**config.mk**
```make
export PLATFORM = sky130hd
export DESIGN_NAME = uart_tx_piso
export DESIGN_NICKNAME = d
export VERILOG_FILES = /design/src/rtl/uart_tx_piso.sv
export SDC_FILE = /design/constraint.sdc
export NUM_CORES = 1
export LEC_CHECK = 0
export BUFFER_PORTS_ARGS = -buffer_cell sky130_fd_sc_hd__buf_4
export CAP_MARGIN = 20
export CELL_PAD_IN_SITES_DETAIL_PLACEMENT = 1
export CELL_PAD_IN_SITES_GLOBAL_PLACEMENT = 1
export CORE_UTILIZATION = 42
export DETAILED_ROUTE_END_ITERATION = 12
export MAX_ROUTING_LAYER = met4
export PLACE_DENSITY = 0.75
export SYNTH_ARGS = -nofsm -noshare
export SYNTH_HDL_FRONTEND = slang
export SYNTH_SLANG_ARGS = --single-unit
export TNS_END_PERCENT = 30
```
**constraint.sdc**
```tcl
create_clock -name baud_clk -period 2.6 [get_ports baud_clk]
set_input_delay 0.26 -clock baud_clk [delete_from_list [all_inputs] [get_ports baud_clk]]
set_output_delay 0.26 -clock baud_clk [all_outputs]
set_load 0.01 [all_outputs]
```
**src/rtl/uart_tx_piso.sv**
```systemverilog
// UART transmit shifter: accepts a byte on a valid/ready handshake and sends
// {stop, parity, data, start} LSB-first, each bit held OVERSAMPLE baud_clk cycles.
module uart_tx_piso #(
    parameter int DATA_W     = 8,
    parameter int OVERSAMPLE = 16
) (
    input  logic              baud_clk,
    input  logic              rst,
    input  logic              tx_valid,
    input  logic [DATA_W-1:0] tx_data,
    input  logic              parity_odd,
    output logic              tx_ready,
    output logic              data_tx,
    output logic              active_flag,
    output logic              tx_done
);

    localparam int FRAME_BITS = DATA_W + 3;
    localparam int OS_W       = (OVERSAMPLE > 1) ? $clog2(OVERSAMPLE) : 1;
    localparam logic [OS_W-1:0] OS_LAST  = OS_W'(OVERSAMPLE - 1);
    localparam logic [3:0]      BIT_LAST = 4'(FRAME_BITS - 1);

    typedef enum logic [1:0] {
        IDLE = 2'd0,
        SEND = 2'd1,
        DONE = 2'd2
    } state_t;

    state_t                state, state_next;
    logic [OS_W-1:0]       os_cnt, os_next;
    logic [3:0]            bit_cnt, bit_next;
    logic [FRAME_BITS-2:0] shreg, shreg_next;
    logic                  line_next;

    function automatic logic parity_bit(input logic [DATA_W-1:0] d, input logic odd);
        return (^d) ^ odd;
    endfunction

    always_ff @(posedge baud_clk or posedge rst) begin
        if (rst) begin
            state   <= IDLE;
            os_cnt  <= '0;
            bit_cnt <= '0;
            data_tx <= 1'b1;
        end else begin
            state   <= state_next;
            os_cnt  <= os_next;
            bit_cnt <= bit_next;
            data_tx <= line_next;
        end
    end

    // Payload register carries no reset: it is always reloaded on the accept edge.
    always_ff @(posedge baud_clk) begin
        shreg <= shreg_next;
    end

    // The start bit goes straight to the line, so shreg holds only the bits after it.
    always_comb begin
        state_next = state;
        os_next    = os_cnt;
        bit_next   = bit_cnt;
        shreg_next = shreg;
        line_next  = data_tx;
        case (state)
            IDLE: begin
                line_next = 1'b1;
                if (tx_valid) begin
                    shreg_next = {1'b1, parity_bit(tx_data, parity_odd), tx_data};
                    os_next    = '0;
                    bit_next   = '0;
                    line_next  = 1'b0;
                    state_next = SEND;
                end
            end
            SEND: begin
                if (os_cnt < OS_LAST) begin
                    os_next = os_cnt + 1'b1;
                end else if (bit_cnt < BIT_LAST) begin
                    os_next    = '0;
                    bit_next   = bit_cnt + 4'd1;
                    line_next  = shreg[0];
                    shreg_next = shreg >> 1;
                end else begin
                    line_next  = 1'b1;
                    state_next = DONE;
                end
            end
            DONE: begin
                line_next  = 1'b1;
                os_next    = '0;
                bit_next   = '0;
                state_next = IDLE;
            end
            default: begin
                line_next  = 1'b1;
                os_next    = '0;
                bit_next   = '0;
                state_next = IDLE;
            end
        endcase
    end

    assign tx_ready    = (state == IDLE);
    assign active_flag = (state == SEND);
    assign tx_done     = (state == DONE);

endmodule
```
# Yosys cells after proc, flatten, opt, wreduce, memory -nomap -nowiden
# Index checks and enable logic that the tools add are counted.
[op_classes] add_sub_neg=2 n_mul=0 div_mod_pow=0 magnitude_cmp=2 eq_ne=7 shift=0 n_mux=19 bitwise_logic=1 reduce_logical=7
[op_table] operator="$mux W10" n=3
[op_table] operator="$mux W4" n=5
[op_table] operator="$pmux W10 S2" n=1
[op_table] operator="$pmux W4 S2" n=2
[op_table] operator="$add A4 B1 Y4 const B" n=2
[op_table] operator="$lt A4 B4 Y1 const B" n=2
[op_table] operator="$reduce_xor A8 Y1" n=1
[op_table] operator="$mux W2" n=3
[op_table] operator="$ne A2 B2 Y1 const B" n=3
[op_table] operator="$reduce_and A3 Y1" n=2
[op_table] operator="$pmux W2 S2" n=1
[op_table] operator="$reduce_and A4 Y1" n=1
[op_table] operator="$mux W1" n=3
[op_table] operator="$ne A3 B1 Y1 const B" n=1
[op_table] operator="$eq A2 B1 Y1 const B" n=1
[op_table] operator="$eq A2 B2 Y1 const B" n=1
[op_table] operator="$logic_not A2 Y1" n=1
[op_table] operator="$ne A2 B1 Y1 const B" n=1
[op_table] operator="$pmux W1 S2" n=1
[op_table] operator="$reduce_and A2 Y1" n=1
[op_table] operator="$reduce_bool A2 Y1" n=1
[op_table] operator="$xor A1 B1 Y1" n=1
[totals] ff_bits=21 latch_bits=0 mem_bits_rw=0 rom_bits=0 inputBits=12 output_inout_bits=4 n_memories=0

# Longest topological paths before layout
[depth] depth_word=4 ltp_mapped=6

# Least setup slack after synthesis
# OpenSTA, ideal clock, no wires.
[synth_path] kind="flip-flop to flip-flop" startpoint="register os_cnt[0]" endpoint="register shreg[0] (enable)" setup_ns=0.393 arrival_ns=1.675 required_ns=2.207 path_slack_ns=0.531 stages_incl_launch_ff=4 synth_period_minus_slack_ns=2.069 cell_sequence="dfrtp_1 ha_1 nand3_1 a211oi_1"
[synth_between] elab_chain_cells=3
[synth_rtl] item="start, declared" line="30" text="logic [OS_W-1:0] os_cnt, os_next;"
[synth_rtl] item="start signal, assigned" line="47" text="os_cnt <= os_next;"
[synth_rtl] item="$lt A4 B4 Y1" line="77" text="if (os_cnt < OS_LAST) begin"
[synth_rtl] item="$ne A2 B2 Y1 (no source line)"
[synth_rtl] item="$reduce_and A4 Y1 (no source line)"
[synth_rtl] item="end signal, assigned" line="55" text="shreg <= shreg_next;"
[synth_rtl] item="end, declared" line="32" text="logic [FRAME_BITS-2:0] shreg, shreg_next;"
# Every way passes these cells.
# A chain may end at the register's enable or synchronous reset.

# Worst setup path after layout
[layout_path] startpoint="register state[0]" endpoint="register os_cnt[3]"
[layout_between] elab_chain_cells=3 elab_cells_between_ends=6 cone_classes="eq/ne (3); mux (1); reduce/logical (2)"
[layout_rtl] item="start, declared" line="29" text="state_t state, state_next;"
[layout_rtl] item="start signal, assigned" line="46" text="state <= state_next;"
[layout_rtl] item="$eq A2 B1 Y1 / $logic_not A2 Y1 (equally long branches)" line="65" text="case (state)"
[layout_rtl] item="$ne A3 B1 Y1 (no source line) / $ne A2 B2 Y1 (equally long branches)"
[layout_rtl] item="$reduce_and A2 Y1 (no source line)"
# Several ways; a longest one is shown, not always the timed one.

==> metrics <==
Fin Clk Skew=0.00482 ns; Worst Hold Path Cells=3; Setup Fix Bufs, Post-CTS=0; worst hold endpoint=shreg[7]$_DFFE_PP_; Syn Inst Count=~110; die area=approximately 2800 µm²; # setup viols final=0; clock slew at reported path FFs=roughly 0.12 ns; Clk pwr share=0.135; Worst-Margin Slew=approximately 0.43 ns; net load switching power=459 µW; Pwr Density=slightly above 900 nW/µm²; Mapped Area=1100 µm²; kind of critical path=reg2reg; commonest non-fill, non-tap cells in the layout=nand2_1, buf_4, dfrtp_1, edfxtp_1; Design Area, Final=1270 µm²; die width=between 50 and 60 µm; Async SR Flop Fraction=0.524; Yosys cell types=37; RSZ-0062 raised after global routing=no; top_reg_cell synth=edfxtp_1; worst min path class=in2reg; commonest non-fill, non-tap cell in the layout=nand2_1; number of global-route vias before repair=901; hold_sp=tx_data[7]; clock sink total=21; Rel. slew slack=0.715; largest net degree at the start of global routing=17; #FFs+latches synth=21; site row count=18; TritonCTS buffer count=3; Port Buf Inserts=15; Iteration-0 DRC Markers=20; switch share=0.388; CP required=around 2.8 ns; post-synthesis sequential area ratio=0.526; worst r2r path cells=6; initial antenna violation count=0; Post-synth EDFFs=10; GP Congestion=between 0.8 and 0.9; first-pass GRT wire length=about 4.1 mm; Clock Latency Late Sink=~0.30 ns; routed vias=853; Area growth syn-to-layout=15.7%; number of max-cap violations=0; sequential power share=0.500; share of post-route cells with drive strength above 1=0.195; critical path arrival=about 2 ns; # resized after CTS=0; gr usage total=0.210; detailed-route wire length per cell=between 15 and 20 µm; Initial Util=0.443; Critical Path Fanout Max=16; DRC viols=0; final wirelength=between 2 and 2.5 mm; CTS H-tree depth=1; hpwl dp=approximately 1.8 mm; peak supply drop=roughly 0.0004 V; Setup TNS=0 ns; Period Utilization, post-route=0.718; root buf cell=clkbuf_4; status=finished clean; Pins Over Slew Limit=0; Mapped Nets=between 100 and 150; core area=~2500 µm²; die height=around 53 µm; Synth warnings=0; logic gate share of total power=0.365; startpoint types=flip-flop; Final Critical Period=approximately 1.9 ns; Power Internal=724 µW; Crit Reg-Reg Endpoint=os_cnt[3]$_DFFE_PP0P_; Detail Route Antenna Nets=0; P_leak=~0.56 nW; IO Count=16; ANT cells=0; vias per std cell=between 5 and 6; R2R Setup Slk=roughly 0.73 ns; Setup crit end kind=flip-flop; Max clock buf depth=2; Syn Area/Cell=9.89 µm²; grt total ovfl=0; Reg2Reg Launch Point=state[0]$_DFFE_PP0P_; Nets=143; Pre-antenna DRT Iters=4; Hold Fails Final Rpt=0; CTS tree=yes; placed instance area=approximately 1200 µm²; Fmax achieved=536 MHz
==> power groups by stage <==
stage / clock, mW / sequential, mW / combinational, mW
after floorplan: 0 / 0.563 / 0.320
after global placement: 0 / 0.587 / 0.418
after detailed placement: 0 / 0.595 / 0.434
after CTS: 0.167 / 0.589 / 0.438
after global routing: 0.176 / 0.607 / 0.496
final: 0.159 / 0.591 / 0.432
==> cell usage after synthesis, types with 3 or more instances <==
cell type  number  area, µm²
a21oi_1         6       30.0
dfrtp_1        10        250
edfxtp_1       10        300
inv_1           3       11.3
nand2_1        30        113
nor2_1          6       22.5
xnor2_1         4       35.0
xor2_1          3       26.3
==> state kept, by name (all words and copies together), names as in the netlist <==
| register | cells |
|---|---|
| bit_cnt | 4 |
| data_tx | 1 |
| os_cnt | 4 |
| shreg | 10 |
| state | 2 |
==> cell type report <==
class	instances	area (µm²)
Fill cell	294	1210
Sequential cell	21	577
Multi-Input combinational cell	81	480
Timing Repair Buffer	17	130
Tap cell	30	37.5
Clock buffer	4	26.3
Inverter	5	18.8
==> what timing repair did <==
action	4_1_cts	5_1_grt
endpoints found under the setup margin	0	0
hold buffers	1	0
hold endpoints to repair	10	0
==> logic make-up after synthesis <==
logic type	after synthesis	synth area share
adders and majority gates	2	0.0228
buffers and inverters	9	0.0365
AOI/OAI and AO/OA	21	0.131
DFF	21	0.526
xor gates and xnor gates	8	0.0764
and+or+nand+nor	50	0.208
==> metrics by stage <==
| step | instances | util | power (mW) | hold WS (ns) | setup WS [ns] |
|---|---|---|---|---|---|
| global placement | 153 | 0.498 | 1.01 | 0.281 | 0.901 |
| global route | 158 | 0.513 | 1.28 | 0.231 | 0.572 |
| floorplan | 111 | - | 0.883 | 0.112 | 0.531 |
| CTS | 158 | 0.513 | 1.19 | 0.231 | 0.760 |
| detailed placement | 153 | 0.498 | 1.03 | 0.292 | 0.785 |
| finish | 158 | 0.513 | 1.18 | 0.238 | 0.734 |
==> metal layers <==
layer / global-route usage / vias up / wire, µm
met5: - / - / 0
met4: 0.0702 / 0 / 15
met3: 0.0259 / 2 / 43
met2: 0.363 / 9 / 1250
met1: 0.254 / 428 / 1100
li1: - / 414 / -
==> how the worst max path moves through the flow <==
stage / start / end / slack (ns) / depth (start not counted)
6_report: state[0]$_DFFE_PP0P_ / os_cnt[3]$_DFFE_PP0P_ / 0.73 / 6
5_1_grt: state[0]$_DFFE_PP0P_ / os_cnt[0]$_DFFE_PP0P_ / 0.57 / 6
4_1_cts: state[0]$_DFFE_PP0P_ / os_cnt[3]$_DFFE_PP0P_ / 0.76 / 6
3_5_place_dp: state[0]$_DFFE_PP0P_ / os_cnt[3]$_DFFE_PP0P_ / 0.79 / 6
3_3_place_gp: state[0]$_DFFE_PP0P_ / os_cnt[0]$_DFFE_PP0P_ / 0.90 / 6
2_1_floorplan: os_cnt[0]$_DFFE_PP0P_ / shreg[0]$_DFFE_PP_ / 0.53 / 3
==> worst max-delay path, cell delays in order (launching register included) <==
cell and delay (ns):
dfrtp_1 0.61, inv_2 0.12, nor2_4 0.36, inv_2 0.19, nor3_2 0.27, or3_1 0.14, a21oi_1 0.07
No activity file was read; power rests on OpenSTA's default activity.
